### config.mk
export PLATFORM = sky130hd
export DESIGN_NAME = uart_rx
export DESIGN_NICKNAME = d
export VERILOG_FILES = /design/src/rtl/uart_rx.sv
export SDC_FILE = /design/constraint.sdc
export NUM_CORES = 1
export LEC_CHECK = 0
export CELL_PAD_IN_SITES_DETAIL_PLACEMENT = 1
export CELL_PAD_IN_SITES_GLOBAL_PLACEMENT = 2
export CORE_MARGIN = 4
export CORE_UTILIZATION = 41
export CTS_BUF_LIST = sky130_fd_sc_hd__clkbuf_4 sky130_fd_sc_hd__clkbuf_8
export DETAILED_ROUTE_END_ITERATION = 16
export GPL_ROUTABILITY_DRIVEN = 0
export GPL_TIMING_DRIVEN = 0
export PLACE_DENSITY_LB_ADDON = 0.1
export SYNTH_ARGS = -nofsm -noshare
export SYNTH_HDL_FRONTEND = slang
export SYNTH_SLANG_ARGS = --single-unit
### constraint.sdc
create_clock -name i_clk -period 5.5 [get_ports i_clk]
set_input_delay 0.825 -clock i_clk [delete_from_list [all_inputs] [get_ports i_clk]]
set_output_delay 0.825 -clock i_clk [all_outputs]
set_load 0.005 [all_outputs]
### src/rtl/uart_rx.sv
`default_nettype none
// ============================================================================
// Module   : uart_rx
// Brief    : UART receiver with 16x oversampling. It detects the start bit,
//            samples DBIT data bits LSB-first at mid-bit and checks the stop
//            bit. It presents the word with a one-cycle done pulse and a
//            framing-error flag.
// Revision : 1.0 - initial release
// ============================================================================
module uart_rx #(
    parameter int DBIT    = 8,   // data bits per frame (5..8)
    parameter int SB_TICK = 16   // stop-bit length in ticks (16/24/32)
) (
    input  logic            i_clk,
    input  logic            i_reset,        // asynchronous, active low
    input  logic            i_rx,
    input  logic            i_s_tick,
    output logic [DBIT-1:0] o_dout,
    output logic            o_rx_done_tick,
    output logic            o_frame_err
);

    // ------------------------------------------------------------------------
    // Constants
    // ------------------------------------------------------------------------
    localparam int         c_N_W    = (DBIT > 1) ? $clog2(DBIT) : 1;
    localparam logic [c_N_W-1:0] c_N_LAST = c_N_W'(DBIT - 1);
    // Tick index of the middle of the start bit (8th tick of 16).
    localparam logic [4:0] c_S_MID  = 5'd7;
    // Last tick of a full data bit.
    localparam logic [4:0] c_S_BIT  = 5'd15;
    // Last tick of the stop period. This is the point where the stop level is judged.
    localparam logic [4:0] c_S_STOP = 5'(SB_TICK - 1);

    // ------------------------------------------------------------------------
    // State encoding
    // ------------------------------------------------------------------------
    typedef enum logic [1:0] {
        ST_IDLE  = 2'd0,
        ST_START = 2'd1,
        ST_DATA  = 2'd2,
        ST_STOP  = 2'd3
    } state_t;

    state_t            r_state;
    logic [4:0]        r_s;        // oversampling tick counter
    logic [c_N_W-1:0]  r_n;        // data bit counter
    logic [DBIT-1:0]   r_b;        // shift register, LSB arrives first
    logic              r_rx_meta;  // first synchroniser stage
    logic              r_rx_sync;  // synchronised serial line

    // ------------------------------------------------------------------------
    // Two-flop synchroniser. It resets to the idle (high) line level so that
    // reset release never looks like a start bit.
    // ------------------------------------------------------------------------
    always_ff @(posedge i_clk or negedge i_reset) begin
        if (!i_reset) begin
            r_rx_meta <= 1'b1;
            r_rx_sync <= 1'b1;
        end else begin
            r_rx_meta <= i_rx;
            r_rx_sync <= r_rx_meta;
        end
    end

    // ------------------------------------------------------------------------
    // Receive FSM with counters and registered outputs. The done pulse
    // defaults low every cycle, so it is high only in the cycle after
    // the stop tick.
    // ------------------------------------------------------------------------
    always_ff @(posedge i_clk or negedge i_reset) begin
        if (!i_reset) begin
            r_state        <= ST_IDLE;
            r_s            <= '0;
            r_n            <= '0;
            r_b            <= '0;
            o_dout         <= '0;
            o_frame_err    <= 1'b0;
            o_rx_done_tick <= 1'b0;
        end else begin
            o_rx_done_tick <= 1'b0;
            case (r_state)
                // Falling edge detection runs every clock, not only on ticks.
                ST_IDLE: begin
                    if (!r_rx_sync) begin
                        r_state <= ST_START;
                        r_s     <= '0;
                    end
                end

                // Re-check the line at mid start bit to reject glitches.
                ST_START: begin
                    if (i_s_tick) begin
                        if (r_s == c_S_MID) begin
                            if (!r_rx_sync) begin
                                r_state <= ST_DATA;
                                r_s     <= '0;
                                r_n     <= '0;
                            end else begin
                                r_state <= ST_IDLE;
                            end
                        end else begin
                            r_s <= r_s + 5'd1;
                        end
                    end
                end

                // Sample 16 ticks after the previous mid-bit point, which is
                // the middle of the current data bit.
                ST_DATA: begin
                    if (i_s_tick) begin
                        if (r_s == c_S_BIT) begin
                            r_s <= '0;
                            r_b <= {r_rx_sync, r_b[DBIT-1:1]};
                            if (r_n == c_N_LAST) begin
                                r_state <= ST_STOP;
                            end else begin
                                r_n <= r_n + 1'b1;
                            end
                        end else begin
                            r_s <= r_s + 5'd1;
                        end
                    end
                end

                // Deliver the word even on a framing error; the flag tells
                // the consumer the stop bit was low.
                ST_STOP: begin
                    if (i_s_tick) begin
                        if (r_s == c_S_STOP) begin
                            o_dout         <= r_b;
                            o_frame_err    <= ~r_rx_sync;
                            o_rx_done_tick <= 1'b1;
                            r_state        <= ST_IDLE;
                        end else begin
                            r_s <= r_s + 5'd1;
                        end
                    end
                end

                default: begin
                    r_state <= ST_IDLE;
                end
            endcase
        end
    end

endmodule
`default_nettype wire
==> Yosys cells after proc, flatten, opt, wreduce, memory -nomap -nowiden <==
Cells that the tools add are included.
{ "classes": {"add_sub_neg": 2, "eq_ne": 17, "mux": 28, "bitwise": 1, "n_reduce_logical": 7} }
{ "ops": {"columns": ["op", "count"], "rows": [
  ["2-to-1 mux 5 bit", 7],
  ["inequality test 2 bit (second input constant)", 11],
  ["one-hot mux 5 bit (4 select lines)", 1],
  ["2-to-1 mux 2 bit", 9],
  ["2-to-1 mux 3 bit", 6],
  ["one-hot mux 2 bit (4 select lines)", 1],
  ["AND reduction 8 bit", 1],
  ["AND reduction 7 bit", 1],
  ["one-hot mux 3 bit (2 select lines)", 1],
  ["AND reduction 3 bit", 2],
  ["adder 5 x 1 -> 5 bit (second input constant)", 1],
  ["equality test 5 x 3 -> 1 bit (second input constant)", 1],
  ["equality test 5 x 4 -> 1 bit (second input constant)", 1],
  ["equality test 2 bit (second input constant)", 2],
  ["AND reduction 4 bit", 1],
  ["adder 3 x 1 -> 3 bit (second input constant)", 1],
  ["equality test 3 bit (second input constant)", 1],
  ["2-to-1 mux 1 bit", 3],
  ["equality test 2 x 1 -> 1 bit (second input constant)", 1],
  ["zero test 2 bit", 1],
  ["nonzero test 2 bit", 1],
  ["inverter 1 bit", 1]
]} }
{ "totals": {"register_bits": 30, "input_bits": 4, "output_inout_bits": 10} }

==> Longest topological paths before layout <==
{ "logic_depth": {"depth_word": 5, "ltp_mapped": 7, "depth_no_buf": 7} }

==> Least setup slack after synthesis <==
No wires, ideal clock.
{ "synth_path": {"path_type": "flip-flop to flip-flop", "start": "reg r_s[0]", "end": "reg r_s[3]", "t_arrival_ns": 1.928, "required_ns": 5.376, "setup_slack_ns": 3.448, "stages_incl_launch_ff": 8, "n_path_buf": 0, "synth_period_minus_slack_ns": 2.052, "path_cell_list": "dfrtp_1 -> ha_1 -> and3_2 -> ha_1 -> a21bo_2 -> a2bb2oi_1 -> o21ai_0 -> a211o_1"} }
{ "synth_between": {"elab_chain_cells": 4, "elab_cells_between_ends": 12} }
{ "synth_rtl": {"columns": ["element", "line_no", "rtl"], "rows": [
  ["start, declared", "46", "logic [4:0] r_s;"],
  ["start signal, assigned", "103", "r_s <= r_s + 5'd1;"],
  ["start signal, assigned", "121", "r_s <= r_s + 5'd1;"],
  ["start signal, assigned", "136", "r_s <= r_s + 5'd1;"],
  ["adder 5 x 1 -> 5 bit, or another cell as far along", "103, 121, 136", null],
  ["2-to-1 mux 5 bit, on equally long branches", "130, 112, 94", null],
  ["2-to-1 mux 5 bit, on equally long branches", "129, 111, 93", null],
  ["one-hot mux 5 bit (4 select lines)", "82", "case (r_state)"]
]} }
Parallel ways exist; a longest one is shown, timed or not. The select of a mux whose other input is x is not followed.
A chain may end at the register's enable or synchronous reset.

==> Worst setup path in the final report <==
Same ends and word-level chain as after synthesis.

==> results.txt <==
top cells by area, synth - dfrtp_1, nand2_1, mux2_2
# setup viols final - 0
Clock Pin Slew Worst Setup and Hold Paths - 0.10 ns
count of input and output buffers - 12
Hold EP - r_rx_sync$_DFF_PN1_
worst skew pair latency - 0.34 ns
Synth Area per Inst - 11.3 sq um
Bufs and invs on worst path - 0
chip width - 66.2 um
crit-path leading delay family - compound AO/OA/AOI/OAI gates
IO Pins - 14
part of the power in registers - 40.4%
Net Sw Power - 0.218 mW
most frequent cells in the layout - nand2_1, dfrtp_1, clkdlybuf4s50_1
Leakage Power - 0.795 nW
DR WL/cell - 14.5 um
site row count - 20
Switching Share - 29.7%
Root Buffer - clkbuf_4
Routed met3 length - 112 um
EDFF count, synth - 0
Yosys top cell area share - 50.5%
Simple-Gate Fraction of Synth Area - 18.6%
TritonCTS Sinks - 30
Crit path arrival time - 2.54 ns
area of the core - 3150 sq um
Worst R2R End - r_s[3]$_DFFE_PN0P_
Max-Cap Viols - 0
Ant. Diodes - 0
worst hold stages - 0
Area Overhead vs Synth - 20.3%
die area - 4380 sq um
Setup crit end kind - flop
Setup CP Type - flop to flop
Clk pwr share - 32.2%
CP max stage delay - 0.42 ns
unrepaired setup endpoints after global routing - false
FF-to-FF setup slack - 3.20 ns
Distinct cells, synth - 34
R2R depth - 7
Slew HR - 56.5%
Post-Route WL - 2710 um
hold_sp - r_rx_meta$_DFF_PN1_
FMAX - 435 MHz
die height - 66.2 um
TritonCTS buffer count - 5
multiplexer share of the synthesized area - 9.83%
first-pass GRT wire length - 4810 um
Initial Util - 44.0%
nets - 151
Logic pwr share - 27.4%
cell taking the most area after synthesis - dfrtp_1
WL met1 - 1240 um
vias per cell - 5.02
Layout Skew - 0.00657 ns
Pint - 0.516 mW
Post-Synth Adder-Cell Area - 4.51%
DP HPWL - 1900 um
Syn Inst Count - 123
Final ANT Viol Nets - 0
synthesis-stage register bit count - 30
vias in the first global route - 1019
wire length on met2 - 1320 um
Initial DRC Count - 42
CP cell instances - ha_1, and3_2, ha_1, a21bo_2, a2bb2oi_1, o21ai_0, a211o_1
peak supply drop - 0.230 mV
mapped cell area - 1390 sq um
most common cell after layout, fill and taps aside - nand2_1
top sig layer - met4
main combinational cell family by area after synthesis - simple AND/OR/NAND/NOR gates
Critical Path Slowest Stage Cell - dfrtp_1
Yosys warnings - 0
share of post-route cells with drive strength above 1 - 22.4%
CTS tree - done
CP max FO - 6
Pre-antenna DRT Iters - 4
grt ovf - 0
Post-CTS Hold Buffers - 0
worst-margin pin slew - 0.653 ns
crit path launch type - flop
Final Hold Viols - 0
pwr dens - 440 nW/um^2
minimum clock period - 2.30 ns
status - finished clean
Async SR Flop Fraction - 100%
antenna violations before repair - 0
Primary FF master, synth - dfrtp_1
PnR Total Power - 0.734 mW
Post-CTS Setup Inserts - 0
required time worst endpoint - 5.74 ns
Synth Net Count - 132
Tot GR Track Use - 14.9%
clk buf depth - 2
setup TNS - 0 ns
Final Cycle Share - 41.8%
largest net degree at the start of global routing - 31
Hold Path Class - flop to flop
# DRC - 0
post-cts sizing count - 0
XOR/XNOR Fraction of Synth Area - 0%
post-synthesis sequential area ratio - 54.3%
final max-slew violation count - 0
RR Startpoint - r_s[0]$_DFFE_PN0P_
htree depth - 2
DR vias - 939
most frequent cell on the critical path - ha_1
post-synthesis compound-gate area fraction - 9.11%
-- how the worst max path moves through the flow --
stage / from / endpoint / slack, ns / cells past startpoint
floorplan: r_s[0]$_DFFE_PN0P_ / r_s[3]$_DFFE_PN0P_ / 3.45 / 7
global placement: i_reset / r_b[5]$_DFFE_PN0P_ / 3.06 / 1
detailed placement: i_reset / o_dout[5]$_DFFE_PN0P_ / 3.05 / 1
CTS: r_s[0]$_DFFE_PN0P_ / r_s[2]$_DFFE_PN0P_ / 3.16 / 7
global route: r_s[0]$_DFFE_PN0P_ / r_s[3]$_DFFE_PN0P_ / 3.02 / 7
finish: r_s[0]$_DFFE_PN0P_ / r_s[3]$_DFFE_PN0P_ / 3.20 / 7
-- final cells by class --
type	count	area, sq um
fillers	358	1480
flip-flops and latches	30	753
multi-input cells	82	583
repair buffers	12	115
clock inverters	2	60.1
well taps	44	55.1
clock buffers	6	51.3
inverters	7	26.3
plain buffers	4	25.0
-- metal layers --
layer	up-vias	GRT usage [%]
li1	456	-
met1	464	18.4
met2	15	24.3
met3	4	4.76
met4	0	5.33
met5	-	0
-- cell families (layout without fill, tap and decap cells) --
| logic type | after synthesis | in the layout |
|---|---|---|
| and+or+nand+nor | 50 | 50 |
| DFF | 30 | 30 |
| AOI/OAI and AO/OA | 15 | 15 |
| muxes | 12 | 12 |
| buffers and inverters | 11 | 31 |
| adders and majority gates | 5 | 5 |
-- power by group through the flow --
stage	clock network [mW]	registers (mW)	logic, mW
floorplan	0	0.292	0.154
global placement	0	0.297	0.195
detailed placement	0	0.302	0.204
CTS	0.244	0.297	0.206
global route	0.255	0.303	0.227
finish	0.236	0.297	0.201
-- flip-flops by register name, summed over array words and instances, names as in the netlist, named ones only --
signal	flops
o_frame_err	1
r_rx_meta	1
o_dout	8
r_state	1
o_rx_done_tick	1
r_rx_sync	1
r_b	8
r_n	3
r_s	5
-- worst reg2reg max path, stage by stage, from the launching register on --
cell and delay, ns:
dfrtp_1 0.42, ha_1 0.28, and3_2 0.25, ha_1 0.27, a21bo_2 0.24, a2bb2oi_1 0.25
o21ai_0 0.18, a211o_1 0.31
-- synthesized netlist by cell type (all sizes together), types with 2 or more instances --
cell / n
ha: 5
a21oi: 2
buf: 3
nand3: 2
nor2: 4
nand2b: 2
dfstp: 2
dfrtp: 28
o21ai: 3
mux2i: 2
nor3: 2
nand4: 2
inv: 6
a2bb2oi: 2
a22o: 2
nor3b: 2
mux2: 10
nand2: 31
a211o: 2
-- metrics by stage --
| stage | setup WS [ns] | instance area [sq um] | instances | utilization [%] | hold slack, ns |
|---|---|---|---|---|---|
| final | 3.20 | 1670 | 187 | 52.9 | 0.361 |
| after global routing | 3.02 | 1670 | 187 | 52.9 | 0.366 |
| after CTS | 3.16 | 1670 | 187 | 53.1 | 0.367 |
| after global placement | 3.06 | 1560 | 179 | 49.6 | 0.346 |
| after floorplan | 3.45 | 1390 | 123 | - | 0.345 |
| after detailed placement | 3.05 | 1560 | 179 | 49.6 | 0.353 |
Note: power is estimated with default switching activity, not from simulation.
